`src/rtl/pc_redirect_unit.sv`:
```
// Program counter and fetch-redirect stage.
// Picks the next fetch address: sequential, branch or jump. Holds the PC
// while stalled, buffers a redirect that arrives during a stall, and issues a
// one-cycle IF/ID flush plus a saturating redirect counter.
module pc_redirect_unit #(
    parameter logic [31:0] RESET_PC = 32'h0000_0000,
    parameter int unsigned CNT_W    = 16
) (
    input  logic             Clk,
    input  logic             Rst,
    input  logic             PCSrc,
    input  logic [31:0]      BranchTarget,
    input  logic             Jump,
    input  logic [31:0]      JumpTarget,
    input  logic             Stall,
    output logic [31:0]      PC,
    output logic [31:0]      PCPlus4,
    output logic             FetchValid,
    output logic             Flush,
    output logic [CNT_W-1:0] RedirectCount
);

    typedef enum logic [1:0] {
        ST_BOOT  = 2'd0,
        ST_RUN   = 2'd1,
        ST_REDIR = 2'd2
    } state_t;

    state_t             r_state, w_state_nxt;
    logic [31:0]        r_pc, w_pc_nxt;
    logic               r_pend_v, w_pend_v_nxt;
    logic [31:0]        r_pend_t, w_pend_t_nxt;
    logic               r_flush, w_flush_nxt;
    logic               r_fv, w_fv_nxt;
    logic [CNT_W-1:0]   r_cnt, w_cnt_nxt;

    logic               w_req;
    logic [31:0]        w_tgt;
    logic [31:0]        w_redir_tgt;

    // Jump outranks the branch; a live request outranks a buffered one.
    assign w_req       = Jump | PCSrc;
    assign w_tgt       = Jump ? JumpTarget : BranchTarget;
    assign w_redir_tgt = w_req ? w_tgt : r_pend_t;

    // Next-state and next-output decode for the fetch sequencer.
    always_comb begin
        w_state_nxt  = r_state;
        w_pc_nxt     = r_pc;
        w_pend_v_nxt = r_pend_v;
        w_pend_t_nxt = r_pend_t;
        w_flush_nxt  = 1'b0;
        w_fv_nxt     = r_fv;
        w_cnt_nxt    = r_cnt;
        case (r_state)
            ST_BOOT: begin
                w_state_nxt = ST_RUN;
                w_fv_nxt    = 1'b1;
            end
            ST_RUN, ST_REDIR: begin
                w_state_nxt = ST_RUN;
                w_fv_nxt    = 1'b1;
                if (Stall) begin
                    if (w_req) begin
                        w_pend_v_nxt = 1'b1;
                        w_pend_t_nxt = w_tgt;
                    end
                end else if (w_req || r_pend_v) begin
                    w_pc_nxt     = {w_redir_tgt[31:2], 2'b00};
                    w_pend_v_nxt = 1'b0;
                    w_flush_nxt  = 1'b1;
                    w_fv_nxt     = 1'b0;
                    w_state_nxt  = ST_REDIR;
                    if (r_cnt != '1) begin
                        w_cnt_nxt = r_cnt + CNT_W'(1);
                    end
                end else begin
                    w_pc_nxt = r_pc + 32'd4;
                end
            end
            default: begin
                w_state_nxt = ST_BOOT;
                w_fv_nxt    = 1'b0;
            end
        endcase
    end

    // State, PC, pending buffer and registered outputs; reset wins over all.
    always_ff @(posedge Clk) begin
        if (!Rst) begin
            r_state  <= ST_BOOT;
            r_pc     <= RESET_PC;
            r_pend_v <= 1'b0;
            r_pend_t <= '0;
            r_flush  <= 1'b0;
            r_fv     <= 1'b0;
            r_cnt    <= '0;
        end else begin
            r_state  <= w_state_nxt;
            r_pc     <= w_pc_nxt;
            r_pend_v <= w_pend_v_nxt;
            r_pend_t <= w_pend_t_nxt;
            r_flush  <= w_flush_nxt;
            r_fv     <= w_fv_nxt;
            r_cnt    <= w_cnt_nxt;
        end
    end

    assign PC            = r_pc;
    assign PCPlus4       = r_pc + 32'd4;
    assign FetchValid    = r_fv;
    assign Flush         = r_flush;
    assign RedirectCount = r_cnt;

endmodule

```
`config.mk`:
```
export PLATFORM = sky130hd
export DESIGN_NAME = pc_redirect_unit
export DESIGN_NICKNAME = d
export VERILOG_FILES = /design/src/rtl/pc_redirect_unit.sv
export SDC_FILE = /design/constraint.sdc
export NUM_CORES = 1
export LEC_CHECK = 0
export ABC_AREA = 1
export ABC_CLOCK_PERIOD_IN_PS = 2400
export CAP_MARGIN = 20
export CORE_ASPECT_RATIO = 0.9
export CORE_MARGIN = 2
export CORE_UTILIZATION = 30
export CTS_CLUSTER_SIZE = 28
export DETAILED_ROUTE_END_ITERATION = 10
export SLEW_MARGIN = 0
export SYNTH_ARGS = -nofsm -noshare
export SYNTH_HDL_FRONTEND = slang
export SYNTH_SLANG_ARGS = --single-unit
```
`constraint.sdc`:
```
create_clock -name Clk -period 2.4 [get_ports Clk]
set_input_delay 0.6 -clock Clk [delete_from_list [all_inputs] [get_ports Clk]]
set_output_delay 0.6 -clock Clk [all_outputs]
set_load 0.01 [all_outputs]
```
# Yosys cells after proc, flatten, opt, wreduce, memory -nomap -nowiden
# Cells that the tools add are included.
# totals
register_bits	85
input_bits	69
out_inout_bits	82
elab_cells	41
# op_classes
n_addsub	2
n_eq_ne	4
n_mux	13
bitwise_logic	4
n_reduce_logical	10
# op_table
cell	count
32-bit 2-to-1 mux	3
32-bit by 3-bit adder with 32-bit output, second input constant	1
16-bit by 1-bit adder with 16-bit output, second input constant	1
16-bit != test, second input constant	1
1-bit 2-to-1 mux	6
3-bit AND reduction	2
2-bit 2-to-1 mux	2
2-bit case mux with 2 select lines	1
2-bit AND reduction	2
4-bit AND reduction	1
1-bit NOT	3
3-bit OR reduction	1
2-bit by 1-bit equality test with 1-bit output, second input constant	1
2-bit equality test, second input constant	1
2-bit logical NOT	1
2-bit by 1-bit != test with 1-bit output, second input constant	1
1-bit case mux with 2 select lines	1
2-bit nonzero test	1
2-bit OR reduction	1
1-bit logical OR	1
1-bit OR	1

# Logic depth before layout (Yosys ltp)
# logic_depth
depth_word	5
ltp_mapped	13
depth_no_buf	12

# Worst setup path after synthesis
# Ideal clock, no wire load.
# synth_path
path_kind	flip-flop to output port
startpoint	register r_pc[3], in the netlist PC[3]
endpoint	output PCPlus4[24]
t_arrival_ps	1361
required_time_ps	1800
slack_ps	439
path_stages_with_launch	8
n_path_buf	0
cell_sequence	dfxtp_1 -> ha_1 -> nand3_2 -> nor2_1 -> inv_1 -> nor2_2 -> nand3_1 -> and2_1
# synth_via
elab_chain_cells	1
# synth_rtl
item	line	source
start, declared	30	logic [31:0] r_pc, w_pc_nxt;
start signal, assigned	100	r_pc <= w_pc_nxt;
32-bit by 3-bit adder with 32-bit output	110	assign PCPlus4 = r_pc + 32'd4;
end, declared	17	output logic [31:0] PCPlus4,
# No other way between the ends.

# Worst setup path after layout
# layout_path
startpoint	register r_pc[2], in the netlist PC[2]
endpoint	output PCPlus4[21]
# The elaborated chain is that of the path after synthesis.

==> flow_metrics.tcl <==
set metrics [dict create \
    critPathKind "flip-flop to output pin" \
    cts_inserted_buffers 9 \
    ant_nets 0 \
    synth_ff_type "dfxtp_1" \
    setup_tns_ns 0 \
    synth-edff-count 0 \
    grt_use_total_pct 19.52 \
    cp.required_ns 1.80 \
    status "complete, no violations" \
    reg2reg_from "PC[2]" \
    clockBufferDepth 2 \
    die-area_mm2 0.01735 \
    clk_pin_slew_worst_paths_ns 0.07 \
    std_cell_rows 44 \
    synth_area_mm2 0.004892 \
    drive_above_1_share_pct 22.03 \
    routed_wl_um 16880 \
    final.min_clock_period_ns 2.388 \
    pin_count 151 \
    finalClockSkew_ns 0.007967 \
    hold_start "r_pend_v" \
    ys_seq_elements 81 \
    syn_avg_cell_area_um2 6.353 \
    hold_class "flip-flop to flip-flop" \
    vdd_ir_drop_max_v 0.0002998 \
    via_per_inst 4.654 \
    rrSetupSlack_ns 0.04 \
    drv_cap 0 \
    worstPathArrival_ns 1.79 \
    cts.sinks 81 \
    clk-insertion-delay-late_ns 0.35 \
    cp-end-kind "output pin" \
    grt_pass1_wl_um 27040 \
    antenna_found_initial 0 \
    rsz0062_at_grt "true" \
    io_buffers 142 \
    place_inst 1147 \
    cts_tree "done" \
    drt_iter0_drc 373 \
    die_w_um 138.6 \
    synthCells 770 \
    postSynth.asyncResetShare_pct 0 \
    setup_viol_count_final 0 \
    gp_congestion 0.8814 \
    drtPass1Iterations 5 \
    start_kind "flip-flop" \
    holdPathStages 2 \
    grt_max_degree 36 \
    place_hpwl_um 12390 \
    power.total_mw 3.748 \
    synth-warning-count 0 \
    h-tree-depth 3 \
    r2r_end "PC[19]" \
    grt-ovfl-total 0 \
    finalNonFillerCells 1192 \
    synth-seq-area-share_pct 33.15 \
    dr_total_vias 5547 \
    holdWs_ns 0.4861 \
    synthToLayoutAreaGrowth_pct 54.32 \
    hold_buffers 0 \
    antenna_cells 0 \
    start_util_pct 30.54 \
    fmax_mhz 418.7 \
    drv_slew 0 \
    worst_r2r_path_depth 17 \
    min_to "r_pend_v" \
    grt_pass1_vias 5238 \
    cts_root_buffer "clkbuf_16" \
    drc 0 \
    ys_types 38 \
    hold_violations 0 \
    powerDensity_mw_per_mm2 496.5 \
    final_nets 1053 \
    worstPathMaxFanout 4 \
    wl_per_cell_um 14.16 \
    core-area_mm2 0.01602 \
    p_leak_nw 3.273 \
    min_period_over_period_pct 99.51 \
    die_h_um 125.1 \
]
[synth_stat cells, drive strengths merged (2+ instances only)]
library cell	instances	share of area, %
o22ai	2	0.26
dfxtp	81	33
nand3b	11	1.7
nand3	53	5.6
nand4	8	1.3
nor2	123	12
ha	4	1.0
xor2	16	3.3
inv	56	4.3
nand2	285	23
clkbuf	14	1.1
o21ai	45	4.6
buf	18	2.3
a211oi	4	0.61
a22oi	18	2.8
a21oi	21	2.3
and2	4	0.51
[cell families after synthesis]
logic type                 Yosys count  synth area share, %
xor gates and xnor gates            17                3.504
adders and majority gates            4                1.023
AOI/OAI and AO/OA                   94                11.28
buffers and inverters               88                7.621
other                                1              0.07665
DFF                                 81                33.15
and+or+nand+nor                    485                43.35
[sequential cells by signal (all words and copies together), names as in the netlist]
register and flops:
r_pend_v 1, RedirectCount 16, r_state 2, FetchValid 1, r_pend_t 30, PC 30, Flush 1
[layout by cell type, fill, tap and decap left out, types with 13 or more instances in the layout]
cell             Yosys  routed
a21oi_1             19      19
nor2_1             106      94
o21ai_0             43      43
nand2_2              7      15
a22oi_1             18      18
nand3_1             51      47
dfxtp_1             81      70
nor2_2               7      13
buf_4                6      73
buf_6                1      13
clkdlybuf4s50_1      0     114
nand2_1            276     266
nor2_4               9      15
inv_1               48      45
[through the flow]
step | util [%] | setup slack [ns] | cell area [um^2]
2_1_floorplan | - | 0.4394 | 4903
4_1_cts | 46.07 | -0.04737 | 7381
5_1_grt | 47.13 | -0.08315 | 7550
3_3_place_gp | 43.00 | -0.07627 | 6889
3_5_place_dp | 43.00 | -0.07877 | 6889
6_report | 47.13 | 0.01175 | 7550
[worst max-delay path: stages (launching register included)]
cell	delay, ns
dfxtp_4	0.37
buf_6	0.11
inv_4	0.03
nor2_4	0.16
nand2_4	0.12
nor2_4	0.13
buf_6	0.12
buf_4	0.09
nand3b_1	0.08
nand2_2	0.10
buf_6	0.11
[power by group]
part / switching [mW] / total (mW) / internal (mW)
Sequential: 0.0751 / 1.53 / 1.45
Clock: 0.627 / 1.34 / 0.710
Combinational: 0.459 / 0.882 / 0.423
Total: 1.16 / 3.75 / 2.59
[what timing repair did]
item | CTS | global route
setup endpoints to repair | 27 | 27
resized for setup | 111 | 57
pin swaps | 15 | 20
endpoints found under the hold margin | 0 | 0
setup buffers | 19 | 10
[worst max path at each step]
| stage | slack [ns] | start | depth (start not counted) | to |
|---|---|---|---|---|
| final | 0.01 | PC[2] | 10 | PCPlus4[21] |
| after global routing | -0.08 | PC[2] | 17 | PC[19] |
| after CTS | -0.05 | PC[2] | 8 | PCPlus4[24] |
| after detailed placement | -0.08 | PC[2] | 9 | PCPlus4[28] |
| after global placement | -0.08 | PC[2] | 7 | PCPlus4[20] |
| after floorplan | 0.44 | PC[3] | 7 | PCPlus4[24] |
[metal layers]
layer | part of all wire, % | global-route usage [%] | vias up
li1 | - | - | 2865
met1 | 48 | 27.19 | 2484
met2 | 44 | 29.09 | 170
met3 | 6.2 | 4.941 | 28
met4 | 2.5 | 7.323 | 0
met5 | 0 | 0 | -
[cell type report]
| cell class | count | area [um^2] |
|---|---|---|
| Multi-Input combinational cell | 604 | 3092 |
| Clock buffer | 9 | 225.2 |
| Inverter | 56 | 215.2 |
| Clock inverter | 7 | 53.80 |
| Tap cell | 207 | 259.0 |
| Sequential cell | 81 | 1640 |
| Timing Repair Buffer | 228 | 2064 |
| Fill cell | 1634 | 8471 |
(Power assumes the default switching activity.)
